--- config.mk ---
export PLATFORM = sky130hd
export DESIGN_NAME = jts16_rom_resp
export DESIGN_NICKNAME = d
export VERILOG_FILES = /design/src/rtl/jts16_rom_resp.sv
export SDC_FILE = /design/constraint.sdc
export NUM_CORES = 1
export LEC_CHECK = 0
export ABC_AREA = 1
export CORE_MARGIN = 2
export CORE_UTILIZATION = 53
export CTS_CLUSTER_DIAMETER = 120
export CTS_CLUSTER_SIZE = 8
export DETAILED_ROUTE_END_ITERATION = 8
export PLACE_DENSITY = 0.95
export SYNTH_ARGS = -nofsm -noshare
export SYNTH_HDL_FRONTEND = slang
export SYNTH_SLANG_ARGS = --single-unit
--- constraint.sdc ---
create_clock -name clk -period 23.1 [get_ports clk]
set_input_delay 4.62 -clock clk [delete_from_list [all_inputs] [get_ports clk]]
set_output_delay 4.62 -clock clk [all_outputs]
set_load 0.01 [all_outputs]
--- src/rtl/jts16_rom_resp.sv ---
// SDRAM read responder for four graphics ROM client slots. Each slot keeps a
// single-entry tag cache; misses are served one at a time in round-robin order.
module jts16_rom_resp #(
    parameter int          AW           = 18,
    parameter int          DW           = 32,
    parameter logic [21:0] SLOT0_OFFSET = 22'h0,
    parameter logic [21:0] SLOT1_OFFSET = 22'h0,
    parameter logic [21:0] SLOT2_OFFSET = 22'h0,
    parameter logic [21:0] SLOT3_OFFSET = 22'h0
) (
    input  logic          rst,
    input  logic          clk,
    input  logic          slot0_cs,
    input  logic [AW-1:0] slot0_addr,
    output logic          slot0_ok,
    output logic [DW-1:0] slot0_dout,
    input  logic          slot1_cs,
    input  logic [AW-1:0] slot1_addr,
    output logic          slot1_ok,
    output logic [DW-1:0] slot1_dout,
    input  logic          slot2_cs,
    input  logic [AW-1:0] slot2_addr,
    output logic          slot2_ok,
    output logic [DW-1:0] slot2_dout,
    input  logic          slot3_cs,
    input  logic [AW-1:0] slot3_addr,
    output logic          slot3_ok,
    output logic [DW-1:0] slot3_dout,
    output logic          sdram_req,
    output logic [21:0]   sdram_addr,
    input  logic          sdram_ack,
    input  logic          sdram_rdy,
    input  logic [DW-1:0] sdram_din
);
    typedef enum logic [1:0] {IDLE, WAIT_ACK, WAIT_DATA} state_t;

    logic [3:0]    cs, hit, need, ok;
    logic [AW-1:0] addr   [4];
    logic [21:0]   offset [4];

    state_t        state_q, state_d;
    logic [AW-1:0] tag_q   [4];
    logic [AW-1:0] tag_d   [4];
    logic [DW-1:0] data_q  [4];
    logic [DW-1:0] data_d  [4];
    logic [3:0]    valid_q, valid_d;
    logic [1:0]    rr_q, rr_d;
    logic [1:0]    sel_q, sel_d;
    logic [AW-1:0] ptag_q, ptag_d;
    logic          req_q, req_d;
    logic [21:0]   saddr_q, saddr_d;

    logic          pick_vld;
    logic [1:0]    pick;
    logic          fill;

    assign cs = {slot3_cs, slot2_cs, slot1_cs, slot0_cs};
    assign addr[0] = slot0_addr;
    assign addr[1] = slot1_addr;
    assign addr[2] = slot2_addr;
    assign addr[3] = slot3_addr;
    assign offset[0] = SLOT0_OFFSET;
    assign offset[1] = SLOT1_OFFSET;
    assign offset[2] = SLOT2_OFFSET;
    assign offset[3] = SLOT3_OFFSET;

    genvar gi;
    generate
        for (gi = 0; gi < 4; gi++) begin : g_slot
            assign hit[gi]  = valid_q[gi] && (addr[gi] == tag_q[gi]);
            assign need[gi] = cs[gi] && !hit[gi];
        end
    endgenerate

    // ok is combinational so it falls in the very cycle the address moves
    assign ok = cs & hit;
    assign slot0_ok = ok[0];
    assign slot1_ok = ok[1];
    assign slot2_ok = ok[2];
    assign slot3_ok = ok[3];
    assign slot0_dout = data_q[0];
    assign slot1_dout = data_q[1];
    assign slot2_dout = data_q[2];
    assign slot3_dout = data_q[3];
    assign sdram_req  = req_q;
    assign sdram_addr = saddr_q;

    // Scan downwards so the slot closest to rr_q is the one that sticks
    always_comb begin
        logic [1:0] idx;
        pick_vld = 1'b0;
        pick     = rr_q;
        idx      = rr_q;
        for (int k = 3; k >= 0; k--) begin
            idx = rr_q + 2'(k);
            if (need[idx]) begin
                pick_vld = 1'b1;
                pick     = idx;
            end
        end
    end

    always_comb begin
        state_d = state_q;
        tag_d   = tag_q;
        data_d  = data_q;
        valid_d = valid_q;
        rr_d    = rr_q;
        sel_d   = sel_q;
        ptag_d  = ptag_q;
        req_d   = req_q;
        saddr_d = saddr_q;
        fill    = 1'b0;
        case (state_q)
            IDLE: begin
                if (pick_vld) begin
                    sel_d   = pick;
                    ptag_d  = addr[pick];
                    saddr_d = 22'(addr[pick]) + offset[pick];
                    req_d   = 1'b1;
                    state_d = WAIT_ACK;
                end
            end
            WAIT_ACK: begin
                if (sdram_ack) begin
                    req_d   = 1'b0;
                    fill    = sdram_rdy;
                    state_d = sdram_rdy ? IDLE : WAIT_DATA;
                end
            end
            WAIT_DATA: begin
                if (sdram_rdy) begin
                    fill    = 1'b1;
                    state_d = IDLE;
                end
            end
            default: state_d = IDLE;
        endcase
        // Fill uses the tag latched at issue time, not the slot's live address
        if (fill) begin
            data_d[sel_q]  = sdram_din;
            tag_d[sel_q]   = ptag_q;
            valid_d[sel_q] = 1'b1;
            rr_d           = sel_q + 2'd1;
        end
    end

    always_ff @(posedge clk or posedge rst) begin
        if (rst) begin
            state_q <= IDLE;
            for (int i = 0; i < 4; i++) begin
                tag_q[i]  <= '0;
                data_q[i] <= '0;
            end
            valid_q <= '0;
            rr_q    <= 2'd0;
            sel_q   <= 2'd0;
            ptag_q  <= '0;
            req_q   <= 1'b0;
            saddr_q <= 22'd0;
        end else begin
            state_q <= state_d;
            tag_q   <= tag_d;
            data_q  <= data_d;
            valid_q <= valid_d;
            rr_q    <= rr_d;
            sel_q   <= sel_d;
            ptag_q  <= ptag_d;
            req_q   <= req_d;
            saddr_q <= saddr_d;
        end
    end
endmodule

== Word level (Yosys, flattened, before mapping) ==
Index checks and enable logic that the tools add are counted.

* Memories kept: 0
* Latch bits: 0
* Memory bits (writable): 0
* Bits in registers: 251
* Input bits: 112
* Bits in read-only memories: 0

* Muxes and demuxes: 41
* Div/mod/pow operators: 0
* Bitwise operators: 4
* Reduce and logical (&&, ||, !) cells: 19
* Multipliers: 0
* Shift-type cells: 0
* $add $sub $neg: 5
* Magnitude comparators: 9
* Equality and inequality tests: 9

{| class="wikitable"
|+ Operators with widths
! cell !! number
|-
| $bwmux W128 || 1
|-
| $bwmux W72 || 1
|-
| $eq A18 B18 Y1 || 4
|-
| $demux W32 S2 || 1
|-
| $mux W18 || 3
|-
| $bmux W22 S2 || 1
|-
| $mux W22 || 2
|-
| $bmux W18 S2 || 1
|-
| $demux W18 S2 || 1
|-
| $mux W32 || 1
|-
| $add A18 B22 Y22 || 1
|-
| $mux W2 || 8
|-
| $lt A2 B3 Y1 const B || 5
|-
| $mux W1 || 13
|-
| $logic_and A1 B1 Y1 || 10
|-
| $bmux W1 S2 || 4
|-
| $ge A3 B3 Y1 const B || 2
|-
| $ne A2 B2 Y1 const B || 3
|-
| $not A2 Y3 || 2
|-
| $pmux W2 S3 || 1
|-
| $reduce_and A3 Y1 || 2
|-
| $add A2 B1 Y2 const B || 2
|-
| $add A2 B2 Y2 const B || 2
|-
| $and A4 B4 Y4 || 1
|-
| 11 further kinds || 15
|}

== Logic depth before layout (Yosys ltp) ==
Gate-level depths: netlist (run 1).

* Word-level depth: 15
* Depth in mapped cells: 21
* Gate-level depth less buffers: 20

== Worst setup path before layout (run 1) ==
OpenSTA, ideal clock, no wires.

* Kind: input port to output port
* From: input slot1_addr[3]
* To: output slot1_ok
* Setup slack: 13.237 ns
* Stages on the path: 8
* Arrival time: 5.243 ns
* Cells stage by stage: inv_1 nand2_1 nand2_1 nor2_1 nand2_1 nor2_1 nand3_1 nor2_1

* Cells in the longest elaborated chain, start to end: 3

{| class="wikitable"
|+ Ends and longest elaborated chain
! element !! line !! text
|-
| start, declared || 18 || <nowiki>input logic [AW-1:0] slot1_addr,</nowiki>
|-
| $eq A18 B18 Y1 || 70 || <nowiki>assign hit[gi] = valid_q[gi] && (addr[gi] == tag_q[gi]);</nowiki>
|-
| $logic_and A1 B1 Y1 || 70 ||
|-
| $and A4 B4 Y4 || 76 || <nowiki>assign ok = cs & hit;</nowiki>
|-
| end, declared || 19 || <nowiki>output logic slot1_ok,</nowiki>
|}

No other way between the ends.

== Worst setup path in the final report (run 1) ==
* From: input slot3_addr[4]
* To: output slot3_ok

* Cells in the longest elaborated chain, start to end: 3

{| class="wikitable"
|+ Ends and longest elaborated chain
! element !! line !! text
|-
| start, declared || 26 || <nowiki>input logic [AW-1:0] slot3_addr,</nowiki>
|-
| $eq A18 B18 Y1 || 70 ||
|-
| $logic_and A1 B1 Y1 || 70 ||
|-
| $and A4 B4 Y4 || 76 ||
|-
| end, declared || 27 || <nowiki>output logic slot3_ok,</nowiki>
|}

No other way between the ends.

==> results.txt, run 1 <==
The post-route clock skew came out at 0.0174 ns. The main flop type after synthesis is dfrtp_1. Setup repair after global routing left no endpoint under its margin. In this run the critical register-to-register path is launched from tag_q[4]$_DFFE_PP0P_. The initial utilization of the core area, before any placement, comes to 54.1%. Setup violations remaining at the end of the flow were counted as 0. The hold-critical path depth is 2.

For the worst-skew pair, the clock arrives at the later sink with an insertion delay of 0.50 ns. The commonest cells after synthesis are nand2_1 (433), dfrtp_1 (229), o21ai_0 (211), inv_1 (155), nand3_1 (110). The worst-case setup margin in the final layout came out at 11.81 ns. The longest individual stage delay on the worst path came out at 0.55 ns. The number of nets in the layout is 1690. Yosys printed 0 warnings. The leakage power is 6.94 nW. The die extent in y is 145 um. The via density per instance came out at 5.47. The post-cts hold buffer count is 0. The number of buffers added by the clock tree synthesis step came out at 34. The number of global-route vias before repair is 9872. The initial detailed-routing violation count is 893. The layout-stage area growth over the synthesis result is 34.2%.

The final total negative setup slack is 0 ns. The synthesized netlist devotes 0.829% of its cell area to adder and majority cells. The number of cells upsized or downsized after cts came out at 0. At the pin with the least slew margin, the transition time is 1.04 ns.

After detailed routing, the number of remaining DRC violations is 0. The beginning of the worst hold path is valid_q[3]$_DFFE_PP0P_. The run finished with clean final reports. The clock sink count came out at 229. The routed length per instance came out at 17.5 um. The area of the die is 0.0211 sq mm. The pre-CTS worst setup slack is 11.92 ns.

The standard cell core area came out at 0.0195 sq mm. Global routing used 30.2% of the available tracks. The count of filler cells inserted in the layout came out at 1357. Routability-driven placement finished with a final weighted congestion of 0.932. For this design the ratio of total power to cell area is 141 mW/mm^2. STA classifies the critical path startpoint as an input port. The most common cell in the synthesized netlist is nand2_1. The slowest stage of the critical path belongs to the cell clkdlybuf4s50_1. The floorplan has 51 rows.

The mean instance size in the synthesized netlist came out at 7.95 sq um. The end of the worst hold path is valid_q[3]$_DFFE_PP0P_. After clock tree synthesis, the clock-pin slew on the worst setup and hold paths is 0.05 ns.

The via count is 10100. The overall power consumption came out at 0.00201 W. The number of buffers added on ports is 262. Timing would allow up to 88.6 MHz. The data required time of the critical path came out at 18.48 ns.

During I/O placement, the number of pins put on the boundary was 267. Detailed placement ended at an HPWL of 21800 um. The number of routed nets with antenna violations came out at 0. By area the synthesized netlist is led by dfrtp_1 (54%), nand2_1 (15%), o21ai_0 (10%), inv_1 (5.5%), nand3_1 (5.2%). Counting along the longest clock path gives a buffer depth of 3.

The tree is rooted in a clkbuf_16. Yosys mapped the design onto 31 distinct sky130hd cell types. The smallest clock period supported by the final layout is computed as 11.29 ns. Of all flip-flops after synthesis, the portion carrying an async set or reset was 100%. Measured along the x axis, the die boundary spans 145 um. In this run the cell area of the synthesized design comes to 0.0106 sq mm. The synthesized-area fraction occupied by ao, oa, aoi and oai cells came out at 10.9%.

The H-tree was split into 2 levels. The normalized max-slew margin came out at 30.5%. Wires add up to 32100 um. Before antenna repair, the detailed router went through 5 iterations. Counting stages on the worst path, the most repeated cell is nor2_1.

The maximum fanout encountered on the critical timing path is 3. VDD sags by at most 0.000101 V. The pin count of the biggest net entering global routing is 151. The total of max-cap violations is 0. The share of post-route cells with drive strength above 1 came out at 3.88%. Across all register-to-register paths, the minimum setup slack is 19.46 ns.

The number of enable flip-flop cells after synthesis came out at 0. The synthesized-area fraction occupied by and/or/nand/nor cells is 24.2%. The wire length of the first global-routing pass is 51600 um.

The max-slew violation total from the final report came out at 0. The top-area cell type share of the netlist area came out at 54.2%. The synthesized design contains 229 register bits. The tightest min-delay check is of the reg2reg type. Dividing the final minimum period by the clock period gives 48.9%. The number of antenna violations at the first check in global routing is 4. The endpoint identified for the worst register-to-register timing path is sel_q[0]$_DFFE_PP0P_.

Synthesis produced a netlist whose cell count is 1330. The xor and xnor area share after synthesis came out at 1.24%. TritonCTS built the clock tree. By area, the combinational part of the netlist is dominated by simple AND/OR/NAND/NOR gates. The critical path goes through clkdlybuf4s50_1 > inv_1 > nand2_1 > nand2_1 > nor2_1 > nand3_1 > nor2_1 > nand3_1 > nor2_1 > clkdlybuf4s50_1.

After clock tree synthesis, the setup repair step added 0 buffers. The footprint of the flip-flops and latches is 0.00573 sq mm. The multiplexer fraction of the synthesized cell area is 0%.

The top cell type by total area after synthesis is dfrtp_1. The proportion of synthesized chip area in sequential cells is 54.2%. The type of the setup path with the least slack is in2out. The critical path arrival came out at 6.67 ns. The number of hold-slack violations in the final timing report is 0.

The worst register-to-register path has a depth of 17. The nature of the critical path endpoint is an output port. The area used by multi-input combinational logic came out at 0.00395 sq mm. The leftover overflow at the end of global routing is 0.
==> critical path: cells and delay by family <==
kind | cells | cell delay [ns]
buffers and inverters | 3 | 1.10
and+or+nand+nor | 7 | 0.95
==> routing by layer <==
metal | global-route usage [%] | wire length, um | vias to the layer above
li1 | - | - | 4634
met5 | 0 | 13 | -
met3 | 8.77 | 3370 | 123
met1 | 37.9 | 12100 | 4729
met2 | 49.1 | 15200 | 583
met4 | 13.1 | 1420 | 2
==> flip-flops by register name, summed over array words and instances, names as in the netlist <==
signal / cells
tag_q: 72
slot0_dout: 32
slot1_dout: 32
slot2_dout: 32
slot3_dout: 32
sdram_addr: 18
valid_q: 4
rr_q: 2
sel_q: 2
state_q: 2
sdram_req: 1
==> worst max-delay path by stage <==
stage | startpoint | to | slack [ns] | cells after the start
6_report | slot3_addr[4] | slot3_ok | 11.81 | 10
2_1_floorplan | rst | rr_q[0]$_DFFE_PP0P_ | 12.20 | 1
3_5_place_dp | slot3_addr[4] | slot3_ok | 11.92 | 10
5_1_grt | slot3_addr[4] | slot3_ok | 11.73 | 10
4_1_cts | slot3_addr[4] | slot3_ok | 11.92 | 10
3_3_place_gp | slot3_addr[4] | slot3_ok | 11.95 | 10
==> final cells by class <==
class                           count  area share (%)
Antenna cell                        3          0.0529
Clock buffer                       35            6.18
Timing Repair Buffer              267            18.8
Tap cell                          265            2.34
Multi-Input combinational cell    879            27.9
Sequential cell                   229            40.4
Clock inverter                      2          0.0971
Inverter                          160            4.29
==> where the power goes <==
part | switching (W) | leakage (nW) | internal, W | total (W)
combinational | 0.000517 | 3.54 | 0.000379 | 0.000896
sequential | 0.000114 | 2.96 | 0.000567 | 0.000681
clock | 0.000165 | 0.440 | 0.000265 | 0.000430
total | 0.000795 | 6.94 | 0.00121 | 0.00201
==> logic make-up after synthesis <==
| logic type | count (synthesis) |
|---|---|
| AND/OR/NAND/NOR | 627 |
| flip-flops | 229 |
| AO/OA/AOI/OAI | 226 |
| buffers and inverters | 225 |
| XOR/XNOR | 15 |
| adder cells (fa/ha/maj) | 7 |
| other | 1 |
==> per-stage QoR <==
| step | area [sq um] | hold slack, ns | utilization [%] | std cells |
|---|---|---|---|---|
| finish | 14200 | 0.453 | 72.6 | 1840 |
| global route | 14200 | 0.473 | 72.6 | 1840 |
| CTS | 14200 | 0.452 | 72.6 | 1837 |
| detailed placement | 13300 | 0.441 | 68.0 | 1800 |
| global placement | 13300 | 0.434 | 68.0 | 1800 |
| floorplan | 10600 | 0.423 | - | 1333 |
==> placed cells by master, fill, tap and decap left out, drive strengths merged, types with 4 or more instances in the layout <==
cell             n
nand2          439
or2              7
xnor2           12
nor2            66
dfrtp          229
o21ai          222
buf              5
clkbuf          35
conb             4
clkdlybuf4s50  262
inv            160
nand3          112
ha               7
No activity file was read; power rests on OpenSTA's default activity.
==> run 2: changes to the inputs <==
CORE_UTILIZATION = 45   (was 53)
PLACE_DENSITY = 0.87   (was 0.95)
clock period = 10.12 ns   (was 23.1 ns; I/O delays follow)
==> run 2 against run 1 <==
  * The run now ends with design-rule violations left
  * Combinational power grew 130%
  * Die area grew 17%
  * Setup slack lost 7.7 ns
  * Global-route usage shrank 4.2 points
  * Cell count grew 2.8%
  * Sequential power grew 130%
  * Sequential cell count is the same
==> results.txt, run 2 (synthesis gave the netlist of run 1 again) <==
The normalized max-slew margin came out at 26.2% (-4.4 points). The post-route clock skew is 0.0162 ns (-0.00119 ns). The number of hold-slack violations in the final timing report was 0 (unchanged). The initial detailed-routing violation count is 931 (+4.3%). The internal power component is 0.00276 W (+130%).

The number of antenna violations at the first check in global routing is 3 (-1). The total of max-cap violations is 0 (unchanged). The number of routed nets with antenna violations is 0 (unchanged). The relative contribution of combinational cells to total power came to 44.5% (-0.2 points).

The leakage power is 6.94 nW (about the same). The routed wire length on met2 came out at 15000 um (-1.2%). The largest vdd supply drop came to 0.000173 V (+72%). The checks that failed: design-rule violations. The number of global-route vias before repair came out at 9802 (-0.71%). The area of the die was 0.0247 sq mm (+17%). The count of filler cells inserted in the layout came out at 1976 (+46%). After detailed routing, no signal wire sits above met5. The number of DRC violations after detailed routing is 1 (+1). The net switching component of the power came out at 0.00180 W (+130%).

The worst setup path is captured at an output port. The layout-stage area growth over the synthesis result came out at 34.8%. The number of buffers added on ports came to 262 (unchanged).

The clock tree buffer depth came to 3 (unchanged). The maximum fanout encountered on the critical timing path is 3 (unchanged). TritonCTS built the clock tree. tag_q holds more flip-flops than any other register. In the layout the commonest cells are nand2_1 (429), clkdlybuf4s50_1 (262), dfrtp_1 (229), o21ai_0 (211), inv_1 (154). The leading cell type in the layout, fill and taps excluded is nand2_1. The top-level port count is 267 (unchanged). The number of buffers added by the clock tree synthesis step is 34 (unchanged).

The overall die width came out at 157 um (+8.3%). The via count is 9939 (-1.3%). The row count is 56 (+9.8%).

The clock sink count is 229 (unchanged). By instance count, the cell type seen most on the critical path is nor2_1. The final weighted congestion in routability-driven placement is 0.912 (-2.2%). The wire length of the first global-routing pass is 50300 um (-2.5%).

The share of post-route cells with drive strength above 1 was 3.88% (unchanged). CTS placed an instance of clkbuf_16 at the clock tree root. The clock latency at the later pin of the worst-skew pair is 0.50 ns (about the same). The final critical-path share of the clock period is 59.9%. The power density normalized to cell area was 320 mW/mm^2 (+130%). The data required time of the critical path is 8.10 ns (-10.38 ns). The number of cells upsized or downsized after cts is 0 (unchanged). The leftover overflow at the end of global routing is 0 (unchanged).

The routed length per instance came out at 16.9 um (-2.9%). The flip-flop count of the largest register, all copies and words added was 72 (unchanged). The longest individual stage delay on the worst path came out at 0.55 ns (about the same). The number of nets in the layout is 1690 (unchanged). The flow ran to the end, but the final reports show violations. The die extent in y is 157 um (+8.3%). The via density per instance came out at 5.25 (-4.0%). The fmax is 165 MHz. The final core utilization came out at 61.2% (-11 points).

The pin count of the biggest net entering global routing came out at 156 (+3.3%). The number of levels the H-tree was split into is 2 (unchanged). The final total negative setup slack came out at 0 ns (unchanged).

The post-cts hold buffer count is 0 (unchanged). The wire length on met1 came out at 12300 um (+1.4%). The HPWL after detailed placement was 21900 um (+0.38%).

The overall routing resource usage is 26.0% (-4.2 points). The critical path is of the in2out type. Setup repair after global routing left no endpoint under its margin.

The detailed-route wire length is 32100 um (-0.17%). The routed design could run at a clock period as short as 6.06 ns. For this design, the slowest cell found on the critical path is clkdlybuf4s50_1. In this run the worst hold path is classified as reg2reg. The max-slew violation total from the final report came out at 0 (unchanged).

The standard cell core area came out at 0.0233 sq mm (+19%). The number of search-and-repair iterations in the first detailed-routing pass is 8 (+3). The fraction of power spent switching nets came out at 39.4% (-0.25 points). The post-CTS setup buffer count came out at 0 (unchanged).

The clock-pin slew on the worst setup and hold paths is 0.05 ns (about the same). The total length of routed met3 wires came to 3430 um (+1.7%). The sequential group share of total power was 34.0% (about the same). The signal on the critical path passes through clkdlybuf4s50_1 > inv_1 > nand2_1 > nand2_1 > nor2_1 > nand3_1 > nor2_1 > nand3_1 > nor2_1 > clkdlybuf4s50_1.

The portion of total power attributed to the clock network is 21.5% (about the same). STA classifies the critical path startpoint as an input port. The critical path arrival is 4.03 ns (-2.64 ns).

The slew at the pin with the worst max-slew slack is 1.11 ns (+0.0658 ns). The count of endpoints failing setup in the final report came out at 0 (unchanged). The initial cell density of the core was 45.4% (-8.7 points).
## run 2: power by group through the flow
stage	Sequential, W	Clock [W]	Combinational (W)
2_1_floorplan	0.00162	0	0.00101
3_3_place_gp	0.00153	0	0.00194
3_5_place_dp	0.00154	0	0.00200
4_1_cts	0.00154	0.000993	0.00202
5_1_grt	0.00159	0.00104	0.00223
6_report	0.00155	0.000980	0.00203
## run 2: final timing paths
path                                   startpoint  cells past startpoint  slack (ns)                         end
min                        valid_q[2]$_DFFE_PP0P_                      2        0.45      valid_q[2]$_DFFE_PP0P_
min in group asynchronous                     rst                      2        2.15  slot1_dout[19]$_DFFE_PP0P_
max                                 slot3_addr[6]                     10        4.06                    slot3_ok
min reg2reg                valid_q[2]$_DFFE_PP0P_                      2        0.45      valid_q[2]$_DFFE_PP0P_
max in group asynchronous                     rst                      3        6.28  slot0_dout[15]$_DFFE_PP0P_
max reg2reg                  tag_q[6]$_DFFE_PP0P_                     17        6.59   sdram_addr[8]$_DFFE_PP0P_
## run 2: routing by layer
metal,vias to the layer above,GRT usage [%]
met1,4694,31.9
met2,519,42.2
li1,4624,-
met5,-,0
met4,2,11.2
met3,100,8.45
## run 2: layout make-up
class	count	area (sq um)	area share [%]
well taps	319	399	2.80
clock buffers	35	876	6.15
diodes	1	2.50	0.0176
clock inverters	2	13.8	0.0966
repair buffers	267	2660	18.7
flip-flops and latches	229	5730	40.2
inverters	160	608	4.27
multi-input cells	879	3950	27.8
## run 2: metrics by stage
stage / power [W] / instance area [sq um] / setup WS [ns] / hold slack (ns) / instances
2_1_floorplan: 0.00263 / 10600 / 1.82 / 0.423 / 1333
3_3_place_gp: 0.00347 / 13400 / 4.14 / 0.435 / 1854
3_5_place_dp: 0.00354 / 13400 / 4.11 / 0.442 / 1854
4_1_cts: 0.00456 / 14200 / 4.11 / 0.453 / 1891
5_1_grt: 0.00486 / 14200 / 3.94 / 0.478 / 1892
6_report: 0.00456 / 14200 / 4.06 / 0.454 / 1892
## run 2: worst max-delay path, delay by kind of cell
kind | cells | cell delay, ns
buffers and inverters | 3 | 1.11
and+or+nand+nor | 7 | 0.88
==> run 3: changes to the inputs <==
CORE_UTILIZATION = 50   (was 45)
PLACE_DENSITY = 0.91   (was 0.87)
clock period = 6.1 ns   (was 10.12 ns; I/O delays follow)
==> run 3 against run 2 <==
  * The run now ends clean
  * Wire length rose by 1.0%
  * Setup slack worse by 2.4 ns
  * Critical path depth stayed put
  * Sequential cell count unchanged
  * Utilization is 7.0 points higher
  * Combinational power grew 65%
  * Via count grew 0.45%
  * Clock-buffer cell count up 2
  * Worst hold slack gained 0.00091 ns
  * Critical path type unchanged
  * First-iteration DRC count decreased by 2.0%
  * Register-to-register slack worse by 3.8 ns
  * Largest cell class unchanged
  * Total power rose by 67%
==> results.txt, run 3 (synthesis gave the netlist of run 1 again) <==
The clock-pin slew on the worst setup and hold paths is 0.05 ns (about the same). The fraction of power spent switching nets came out at 39.0% (-0.36 points). TritonCTS built the clock tree. The post-route clock skew is 0.0125 ns (-0.00371 ns). The largest vdd supply drop is 0.000321 V (+85%). The overall die width is 149 um (-5.0%). The post-cts hold buffer count is 0 (unchanged). The number of hold-slack violations in the final timing report came out at 0 (unchanged).

The final weighted congestion in routability-driven placement came out at 0.973 (+6.7%). The via density per instance came out at 5.39 (+2.6%). The flow ran to the end, and the final reports show no timing, DRC or antenna violations. The max-slew violation total from the final report is 0 (unchanged). The HPWL after detailed placement came out at 21900 um (about the same). The layout-stage area growth over the synthesis result came out at 34.9% (about the same). The area of the die is 0.0223 sq mm (-9.8%). The worst setup path is captured at an output port. The cell total after placement came out at 1811 (-2.3%). The total of max-cap violations is 0 (unchanged). The final total negative setup slack is 0 ns (unchanged).

The normalized max-slew margin came out at 22.8% (-3.4 points). The worst reg-to-reg path cell count is 17 (unchanged). The slew at the pin with the worst max-slew slack is 1.15 ns (+0.0469 ns). The portion of total power attributed to the clock network came out at 22.2% (+0.7 points). The wire length of the first global-routing pass is 51100 um (+1.5%). Based on the critical path, the design can be clocked at up to 223 MHz.

The standard cell core area came out at 0.0209 sq mm (-10%). The detailed-route wire length came out at 32400 um (+1.0%). The initial detailed-routing violation count came out at 912 (-2.0%). The number of global-route vias before repair came out at 9968 (+1.7%). The share of post-route cells with drive strength above 1 came out at 4.00% (+0.12 points). The maximum fanout encountered on the critical timing path is 3 (unchanged). The overall routing resource usage came out at 29.0% (+3.0 points). The top-level port count is 267 (unchanged). The clock tree buffer depth came out at 3 (unchanged). The relative contribution of combinational cells to total power is 43.9% (-0.6 points). The placed standard-cell area came out at 0.0133 sq mm (-0.25%). The total length of routed met3 wires came out at 3620 um (+5.5%). The number of search-and-repair iterations in the first detailed-routing pass is 6 (-2). The leakage power came out at 6.98 nW (+0.48%). The post-CTS setup buffer count came out at 0 (unchanged). The slowest stage cell on the critical path is clkdlybuf4s50_1.

The number of nets in the layout was 1691 (+0.059%). The number of levels the H-tree was split into came out at 2 (unchanged). In the layout the commonest cells are nand2_1 (429), clkdlybuf4s50_1 (262), dfrtp_1 (229), o21ai_0 (211), inv_1 (154). The critical path is of the in2out type. The longest individual stage delay on the worst path was 0.56 ns (about the same). The net switching component of the power came out at 0.00297 W (+65%). The root buffer cell chosen for the clock tree is clkbuf_16.

The leftover overflow at the end of global routing is 0 (unchanged). The critical path arrival is 3.26 ns (-0.77 ns). The power density normalized to cell area was 534 mW/mm^2 (+67%). The pin count of the biggest net entering global routing came to 135 (-13%). The die extent in y was 149 um (-5.0%). The final critical-path share of the clock period came out at 73.5%. The most numerous cell type found on the critical path is nor2_1. The path class of the tightest hold or removal check is reg2reg.

The wire length on met1 came out at 12200 um (-0.85%). The internal power component is 0.00464 W (+68%). The sequential group share of total power is 33.8% (-0.2 points).

The via count is 9984 (+0.45%). The clock latency at the later pin of the worst-skew pair came out at 0.50 ns (about the same). The cell family contributing the most delay on the critical path is buffers and inverters.

The number of standard cells in the final layout excluding fillers came out at 1852 (-2.1%). The combined buffer and inverter count along the critical path came to 3 (unchanged). Routed signal wires occupy layers up through met4.

The number of routed nets with antenna violations is 0 (unchanged). The minimum period implied by the final worst setup slack is 4.48 ns. The flip-flop count of the largest register, all copies and words added came to 72 (unchanged). The count of endpoints failing setup in the final report came out at 0 (unchanged).

The routed wire length on met2 is 15100 um (+0.45%). STA classifies the critical path startpoint as an input port. Traced cell by cell, the critical path runs through clkdlybuf4s50_1 > nand2_1 > inv_1 > nor2_1 > nor2_1 > nand2_1 > nor2_1 > nand3_1 > nor2_1 > clkdlybuf4s50_1. The number of cells upsized or downsized after cts is 0 (unchanged). Leaving out fill and tap cells, the most frequent cell in the layout is nand2_1. Setup repair after global routing left no endpoint under its margin. The routed length per instance came out at 17.5 um (+3.2%). The number of DRC violations after detailed routing came to 0 (-1). The final design instance area without fill is 0.0143 sq mm (about the same). The hold-critical path depth was 2 (unchanged). The row count is 53 (-5.4%). The data required time of the critical path is 4.88 ns (-3.22 ns). The initial cell density of the core came to 50.6% (+5.2 points). The count of filler cells inserted in the layout is 1569 (-21%).

The number of antenna violations at the first check in global routing is 3 (unchanged). The clock sink count is 229 (unchanged). The number of gates on the worst path with buffers counted is 10 (unchanged).

The number of buffers added on ports was 262 (unchanged). The number of buffers added by the clock tree synthesis step is 34 (unchanged). tag_q holds more flip-flops than any other register.
[run 3: power groups by stage]
stage / clock network [W] / registers (W) / logic (W)
3_3_place_gp: 0 / 0.00253 / 0.00314
2_1_floorplan: 0 / 0.00269 / 0.00167
6_report: 0.00169 / 0.00258 / 0.00335
5_1_grt: 0.00178 / 0.00264 / 0.00367
3_5_place_dp: 0 / 0.00256 / 0.00326
4_1_cts: 0.00171 / 0.00256 / 0.00332
[run 3: metrics by stage]
step                      worst slack, ns  total power, W  hold WS (ns)  util, %
after floorplan                      1.89         0.00437         0.423        -
after global placement               1.69         0.00567         0.434     63.7
after detailed placement             1.63         0.00582         0.444     63.7
after CTS                            1.69         0.00759         0.457     68.2
after global routing                 1.54         0.00809         0.484     68.2
final                                1.62         0.00762         0.455     68.2
[run 3: worst reg2reg max path, delay by kind of cell (launching register included)]
kind             cells  cell delay [ns]
AO/OA/AOI/OAI        1             0.17
flip-flops           1             0.38
AND/OR/NAND/NOR     16             2.69
[run 3: final cells by class]
| cell class | count | area (sq um) | area share [%] |
|---|---|---|---|
| inverters | 160 | 604 | 4.24 |
| clock inverters | 1 | 5.00 | 0.0351 |
| well taps | 275 | 344 | 2.41 |
| diodes | 3 | 7.51 | 0.0527 |
| flip-flops and latches | 229 | 5730 | 40.2 |
| multi-input cells | 879 | 3960 | 27.8 |
| repair buffers | 268 | 2680 | 18.8 |
| clock buffers | 37 | 926 | 6.50 |
[run 3: routing by layer]
metal  vias to the layer above  GRT usage [%]
met1                      4654           35.3
met3                       112           9.91
met2                       586           45.7
met4                         0           15.6
li1                       4632              -
met5                         -              0
[run 3: worst paths after layout]
| check | slack [ns] | from | end |
|---|---|---|---|
| setup / recovery | 1.62 | slot3_addr[0] | slot3_ok |
| hold / removal | 0.46 | valid_q[0]$_DFFE_PP0P_ | valid_q[0]$_DFFE_PP0P_ |
| setup reg to reg | 2.78 | tag_q[0]$_DFFE_PP0P_ | sdram_addr[7]$_DFFE_PP0P_ |
| hold reg to reg | 0.46 | valid_q[0]$_DFFE_PP0P_ | valid_q[0]$_DFFE_PP0P_ |
| max in group asynchronous | 3.66 | rst | slot2_dout[5]$_DFFE_PP0P_ |
| min in group asynchronous | 1.20 | rst | slot0_dout[23]$_DFFE_PP0P_ |
